### src/rtl/tff_stream_decoder_pkg.sv
// Shared types and constants for the toggle-encoded stream decoder.
package tff_stream_decoder_pkg;

    // Default payload width of one frame
    localparam int DATA_W_DEFAULT = 8;

    // Frame-collection FSM states
    typedef enum logic {
        IDLE = 1'b0,
        DATA = 1'b1
    } state_t;

endpackage

### src/rtl/tff_edge_detect.sv
// Recovers the sender's bit stream from a toggle-encoded line.
// A toggle of the line between two strobed samples means a '1'.
module tff_edge_detect (
    input  logic clk,
    input  logic rst,
    input  logic en,
    input  logic q_in,
    output logic t_bit,
    output logic t_stb
);

    logic q_prev_reg;

    // Remember the line level seen at the last strobed sample
    always_ff @(posedge clk) begin
        if (rst) begin
            q_prev_reg <= 1'b0;
        end else if (en) begin
            q_prev_reg <= q_in;
        end
    end

    // t_bit is only meaningful on cycles where t_stb is high
    assign t_bit = q_in ^ q_prev_reg;
    assign t_stb = en;

endmodule

### src/rtl/tff_stream_decoder.sv
// Frame decoder: a start toggle followed by DATA_W payload bits, LSB first.
// Completed frames land in a single-entry output buffer with a
// valid/ready handshake; frames arriving while the buffer is full are
// dropped and flagged with a sticky overrun.
module tff_stream_decoder
    import tff_stream_decoder_pkg::*;
#(
    parameter int DATA_W = DATA_W_DEFAULT
) (
    input  logic              clk,
    input  logic              rst,
    input  logic              en,
    input  logic              q_in,
    output logic [DATA_W-1:0] out_data,
    output logic              out_valid,
    input  logic              out_ready,
    output logic              overrun,
    output logic              busy
);

    localparam int CNT_W = $clog2(DATA_W) + 1;
    localparam logic [CNT_W-1:0] LAST_BIT = CNT_W'(DATA_W - 1);

    state_t             state_reg;
    logic [CNT_W-1:0]   bit_cnt_reg;
    logic [DATA_W-1:0]  shift_reg;
    logic [DATA_W-1:0]  shift_next;
    logic [DATA_W-1:0]  out_data_reg;
    logic               out_valid_reg;
    logic               overrun_reg;
    logic               t_bit;
    logic               t_stb;
    logic               frame_done;

    tff_edge_detect u_edge (
        .clk   (clk),
        .rst   (rst),
        .en    (en),
        .q_in  (q_in),
        .t_bit (t_bit),
        .t_stb (t_stb)
    );

    // Shift register with the current decoded bit dropped into slot bit_cnt;
    // on the last bit this is also the completed frame word.
    generate
        for (genvar gi = 0; gi < DATA_W; gi++) begin : g_slot
            assign shift_next[gi] = (bit_cnt_reg == CNT_W'(gi)) ? t_bit : shift_reg[gi];
        end
    endgenerate

    assign frame_done = t_stb && (state_reg == DATA) && (bit_cnt_reg == LAST_BIT);

    // Frame FSM, shift register and output buffer
    always_ff @(posedge clk) begin
        if (rst) begin
            state_reg     <= IDLE;
            bit_cnt_reg   <= '0;
            shift_reg     <= '0;
            out_data_reg  <= '0;
            out_valid_reg <= 1'b0;
            overrun_reg   <= 1'b0;
        end else begin
            if (t_stb) begin
                case (state_reg)
                    IDLE: begin
                        if (t_bit) begin
                            state_reg   <= DATA;
                            bit_cnt_reg <= '0;
                        end
                    end
                    DATA: begin
                        shift_reg <= shift_next;
                        if (bit_cnt_reg == LAST_BIT) begin
                            state_reg   <= IDLE;
                            bit_cnt_reg <= '0;
                        end else begin
                            bit_cnt_reg <= bit_cnt_reg + CNT_W'(1);
                        end
                    end
                    default: begin
                        state_reg   <= IDLE;
                        bit_cnt_reg <= '0;
                    end
                endcase
            end

            // A slot frees up either when empty or when drained this cycle
            if (frame_done && (!out_valid_reg || out_ready)) begin
                out_data_reg  <= shift_next;
                out_valid_reg <= 1'b1;
            end else if (frame_done) begin
                overrun_reg <= 1'b1;
            end else if (out_valid_reg && out_ready) begin
                out_valid_reg <= 1'b0;
            end
        end
    end

    assign out_data  = out_data_reg;
    assign out_valid = out_valid_reg;
    assign overrun   = overrun_reg;
    assign busy      = (state_reg == DATA);

endmodule

### config.mk
export PLATFORM = sky130hd
export DESIGN_NAME = tff_stream_decoder
export DESIGN_NICKNAME = d
export VERILOG_FILES = /design/src/rtl/tff_stream_decoder_pkg.sv /design/src/rtl/tff_edge_detect.sv /design/src/rtl/tff_stream_decoder.sv
export SDC_FILE = /design/constraint.sdc
export NUM_CORES = 1
export LEC_CHECK = 0
export ABC_AREA = 1
export CORE_MARGIN = 2
export CORE_UTILIZATION = 48
export CTS_BUF_LIST = sky130_fd_sc_hd__clkbuf_8
export DETAILED_ROUTE_END_ITERATION = 8
export GPL_ROUTABILITY_DRIVEN = 0
export PLACE_DENSITY = 0.71
export SYNTH_ARGS = -nofsm -noshare
export SYNTH_HDL_FRONTEND = slang
export SYNTH_SLANG_ARGS = --single-unit
### constraint.sdc
create_clock -name clk -period 3.62 [get_ports clk]
set_input_delay 0.724 -clock clk [delete_from_list [all_inputs] [get_ports clk]]
set_output_delay 0.724 -clock clk [all_outputs]
set_load 0.02 [all_outputs]
==> results of run 1 <==
-- cell usage after synthesis --
cell type  number
clkbuf_8        1
nand3_1        12
nand2_1        49
or2_2           3
a211oi_1        1
a21oi_1         5
inv_2           1
nor2_1         39
nand3_2         1
ha_1            4
dfxtp_1        24
buf_4           2
nand3b_1        1
nor3_1          1
o21a_1          1
o21ai_0        13
nand2_4         2
clkbuf_1        1
inv_1          24
buf_6           1
nor2_4          1
-- metal layers --
metal | track usage, % | wire length (µm) | up-vias
met5 | 0 | 0 | -
met4 | 9.17 | 36 | 0
met3 | 2.73 | 85 | 4
met2 | 28.4 | 1040 | 21
met1 | 25.4 | 1210 | 483
li1 | - | - | 601
-- through the flow --
step | instances | setup slack [ns]
after floorplan | 187 | 2.19
after global placement | 227 | 1.37
after detailed placement | 227 | 1.34
after CTS | 230 | 1.57
after global routing | 230 | 1.44
final | 230 | 1.59
-- power groups by stage --
stage	clock, mW	sequential [mW]	combinational [mW]
floorplan	0	0.282	0.0353
global placement	0	0.282	0.0486
detailed placement	0	0.282	0.0497
CTS	0.161	0.276	0.0499
global route	0.169	0.277	0.0576
finish	0.155	0.276	0.0501
-- cells by family (layout without fill, tap and decap cells) --
logic type,Yosys count,after routing,share of synthesized area [%]
and+or+nand+nor,109,109,37.6
buffers and inverters,30,43,11.1
DFF,24,24,38.8
adders and majority gates,4,4,4.04
AOI/OAI and AO/OA,20,20,8.48
-- how the worst max path moves through the flow --
| stage | cells after the start | end | slack, ns |
|---|---|---|---|
| floorplan | 7 | out_data[4]$_SDFFE_PP0P_ | 2.19 |
| global placement | 7 | out_data[7]$_SDFFE_PP0P_ | 1.37 |
| detailed placement | 7 | out_data[7]$_SDFFE_PP0P_ | 1.34 |
| CTS | 1 | busy | 1.57 |
| global route | 7 | out_data[7]$_SDFFE_PP0P_ | 1.44 |
| finish | 1 | busy | 1.59 |
-- cell type report --
| type | count | area [µm²] | area share (%) |
|---|---|---|---|
| multi-input cells | 133 | 621 | 43.6 |
| flip-flops and latches | 24 | 480 | 33.7 |
| repair buffers | 15 | 150 | 10.5 |
| inverters | 25 | 93.8 | 6.59 |
| clock buffers | 3 | 41.3 | 2.90 |
| well taps | 30 | 37.5 | 2.64 |
==> reports/metrics.cfg, run 1 <==
[global_route]
grt-ovfl-total = 0
grt_pass1_wl_um = 4040
antenna_found_initial = 0
grt_use_total_pct = 18.6
grt_pass1_vias = 981
grt_max_degree = 16

[pwr]
cellLeakagePower_nw = 0.679
p_int_mw = 0.363
power.share.switching_pct = 24.4
vdd_drop_max_uv = 212
power_density_nw_per_um2 = 338
p_comb_share_pct = 10.4
clock_power_share_pct = 32.2
power_mw = 0.481
share_seq_of_total_power_pct = 57.4
netSwitchingPower_mw = 0.117

[run_status]
status = finished clean

[critical_path]
crit_type = flip-flop to primary output
path_delay_family = buffers and inverters
crit_slowest_cell = clkdlybuf4s50_1
r2r-end = out_data[7]$_SDFFE_PP0P_
reg2reg_slack_ns = 2.18
reg2reg_from = bit_cnt_reg[0]$_SDFFE_PP0P_
cpPeakStageDelay_ns = 0.64
endpoint_kind = primary output
crit_chain = clkdlybuf4s50_1
cp.required_ns = 2.90
cp_max_fo = 3
worstPathArrival_ns = 1.31
ff2ff_path_depth = 7
path_buf_inv = 1
cp-startpoint = busy$_SDFFE_PP0P_
crit_path_start_kind = flip-flop

[placement]
placed_cell_area_um2 = 1380
dpl.hpwl_um = 1780
io_buffers = 15

[finish]
n_fill_cell = 246
design_area_um2 = 1420
final_common_cell = nand2_1
finish.utilization_pct = 58.0
final_cell_mix = nand2_1, nor2_1, inv_1, dfxtp_1, clkdlybuf4s50_1
layout-drive-gt1-share_pct = 5.50
nNetsFinal = 211
area_growth_pct = 14.9
antenna_cells = 0

[yosys]
syn_area_um2 = 1240
synth_top_area_cell = dfxtp_1
yosysWarnings = 0
synth_nets = 196
ys_types = 21
ys_top_cells_by_area = dfxtp_1, nand2_1, nor2_1
ys_ff_latch = 24
synth-seq-area-share_pct = 38.8
netlist.area_leader.share_pct = 38.8
synthCells = 187
syn_avg_cell_area_um2 = 6.62

[sta]
min_period_ns = 2.03
period_share_pct = 56.1
finalHoldViolCount = 0
fmax_mhz = 493
final.setup_skew_ns = 0.00209
drv_slew = 0
setup_tns_ns = 0
rsz0062_at_grt = no
setup_violations = 0
slew_headroom_pct = 68.8
whs_ns = 0.469
max_slew.worst_pin.slew_ns = 0.467

[routing]
viasPerCell = 4.82
ant_nets = 0
routed_wirelength_um = 2370
drcViolationCount = 0
via_count = 1109
drt_iter0_drc = 28
drtPass1Iterations = 6
wl_per_cell_um = 10.3

[clocking]
cts.sinks = 24
worstSkewPairLatency_ns = 0.26
cts.clk_slew.worst_paths_ns = 0.08
root_buffer = clkbuf_8
cts_resized = 0
postCtsSetupBuffers = 0
cts_buffers = 3
cts_max_level = 1
hold_buffers = 0
cts_tree = done
clockBufferDepth = 2

[flow_run]
cap_violations = 0

[die]
dieWidth_um = 54.8
fp-row-count = 18
core_area_um2 = 2450
die_area_um2 = 3000
die_h_um = 54.8
start_util_pct = 50.5
io_pins = 16

[worst_hold_path]
worstHoldPathCells = 1
hold_class = flip-flop to flip-flop
hp-start = overrun$_SDFFE_PP0P_
holdPathEnd = overrun$_SDFFE_PP0P_

No activity file was read; power rests on OpenSTA's default activity.
==> run 2: changes to the inputs <==
--- a/config.mk
+++ b/config.mk
@@ -11,7 +11,7 @@
 export CTS_BUF_LIST = sky130_fd_sc_hd__clkbuf_8
 export DETAILED_ROUTE_END_ITERATION = 8
 export GPL_ROUTABILITY_DRIVEN = 0
-export PLACE_DENSITY = 0.71
+export PLACE_DENSITY = 0.74
 export SYNTH_ARGS = -nofsm -noshare
 export SYNTH_HDL_FRONTEND = slang
 export SYNTH_SLANG_ARGS = --single-unit
==> constraint.sdc (replaced) <==
create_clock -name clk -period 1.7 [get_ports clk]
set_input_delay 0.34 -clock clk [delete_from_list [all_inputs] [get_ports clk]]
set_output_delay 0.34 -clock clk [all_outputs]
set_load 0.02 [all_outputs]
==> run 2 against run 1 <==
Compared with the run above:
- first-iteration DRC count is 25% lower
- worst setup slack got worse by 1.4 ns
- worst hold slack better by 0.00059 ns
- flip-flop and latch count unchanged
- register-to-register slack lost 2.0 ns
- highest routed layer unchanged
- sequential power rose by 110%
- via count grew 2.4%
- combinational power increased by 120%
- die area did not move
- critical path depth unchanged
- clock skew up 0.0031 ns
==> reports/metrics.cfg, run 2 (synthesis gave the netlist of run 1 again) <==
[sta]
rsz0062_at_grt = no
drv_slew = 0
max_slew.worst_pin.slew_ns = 0.381
fmax_mhz = 642
finalHoldViolCount = 0
setup_violations = 0
final.setup_skew_ns = 0.00521
setup_tns_ns = 0
slew_headroom_pct = 74.5
period_share_pct = 91.6
whs_ns = 0.470
min_period_ns = 1.56

[critical_path]
cp.required_ns = 1.36
cp_max_fo = 2
worstPathArrival_ns = 1.22
cp-startpoint = out_data[4]$_SDFFE_PP0P_
crit_chain = clkdlybuf4s50_1
crit_slowest_cell = clkdlybuf4s50_1
cpPeakStageDelay_ns = 0.61
path_buf_inv = 1
endpoint_kind = primary output
crit_path_start_kind = flip-flop
path_delay_family = buffers and inverters
reg2reg_from = bit_cnt_reg[0]$_SDFFE_PP0P_
crit_type = flip-flop to primary output

[global_route]
grt_pass1_vias = 1085
grt_use_total_pct = 20.1
grt_pass1_wl_um = 4460
grt_max_degree = 16
antenna_found_initial = 0
grt-ovfl-total = 0

[routing]
drt_iter0_drc = 21
wl_per_cell_um = 10.5
ant_nets = 0
via_count = 1136
routed_wirelength_um = 2440
drtPass1Iterations = 4
viasPerCell = 4.88
drcViolationCount = 0

[worst_hold_path]
hold_class = flip-flop to flip-flop
hp-start = overrun$_SDFFE_PP0P_

[clocking]
cts.clk_slew.worst_paths_ns = 0.09
clockBufferDepth = 2
hold_buffers = 0
cts_max_level = 1
cts_buffers = 3
worstSkewPairLatency_ns = 0.26
cts.sinks = 24
cts_tree = done
root_buffer = clkbuf_8

[pwr]
power_density_nw_per_um2 = 809
cellLeakagePower_nw = 0.718
power_mw = 1.19
vdd_drop_max_uv = 467

[finish]
final_common_cell = nand2_1
area_growth_pct = 18.8
final_cells = 233
finish.utilization_pct = 59.9
antenna_cells = 0
layout-drive-gt1-share_pct = 6.90
nNetsFinal = 213
final_cell_mix = nand2_1, nor2_1, inv_1, dfxtp_1, clkdlybuf4s50_1

[die]
die_h_um = 54.8
die_area_um2 = 3000
io_pins = 16
dieWidth_um = 54.8
start_util_pct = 50.5
fp-row-count = 18
core_area_um2 = 2450

[run_status]
status = finished clean

[placement]
dpl.hpwl_um = 1870
io_buffers = 15
place_inst = 229

[flow_run]
cap_violations = 0

==> run 2: power breakdown <==
part	internal [mW]	total, mW	switching (mW)	leakage [nW]
registers	0.577	0.588	0.0113	0.195
clock network	0.314	0.491	0.177	0.0357
logic	0.0415	0.110	0.0688	0.488
total	0.933	1.19	0.257	0.718
==> run 2: routing by layer <==
metal,track usage (%),vias to the layer above,part of all wire [%]
met5,0,-,0
met4,6.25,0,0.62
met3,1.64,2,3.6
met2,32.9,20,45
met1,27.7,508,51
li1,-,606,-
==> run 2: repair_timing <==
action	CTS	global route
endpoints found under the hold margin	0	0
endpoints found under the setup margin	0	1
setup buffers	0	0
gates resized for setup	0	1
==> run 2: stage by stage <==
step	cell area, µm²	worst slack, ns
after floorplan	1240	0.413
after global placement	1400	-0.0155
after detailed placement	1400	-0.0563
after CTS	1470	0.0540
after global routing	1470	0.0557
final	1470	0.143
==> run 2: final cells by class <==
cell class,instances,area (µm²)
Clock buffer,3,41.3
Fill cell,233,983
Inverter,25,93.8
Clock inverter,1,30.0
Tap cell,30,37.5
Sequential cell,24,480
Timing Repair Buffer,17,168
Multi-Input combinational cell,133,621
==> run 2: path summary, 6_finish.rpt <==
path	slack, ns	endpoint	cells past startpoint
setup / recovery	0.14	out_data[4]	1
hold / removal	0.47	overrun$_SDFFE_PP0P_	1
setup reg to reg	0.21	out_data[7]$_SDFFE_PP0P_	7
hold reg to reg	0.47	overrun$_SDFFE_PP0P_	1
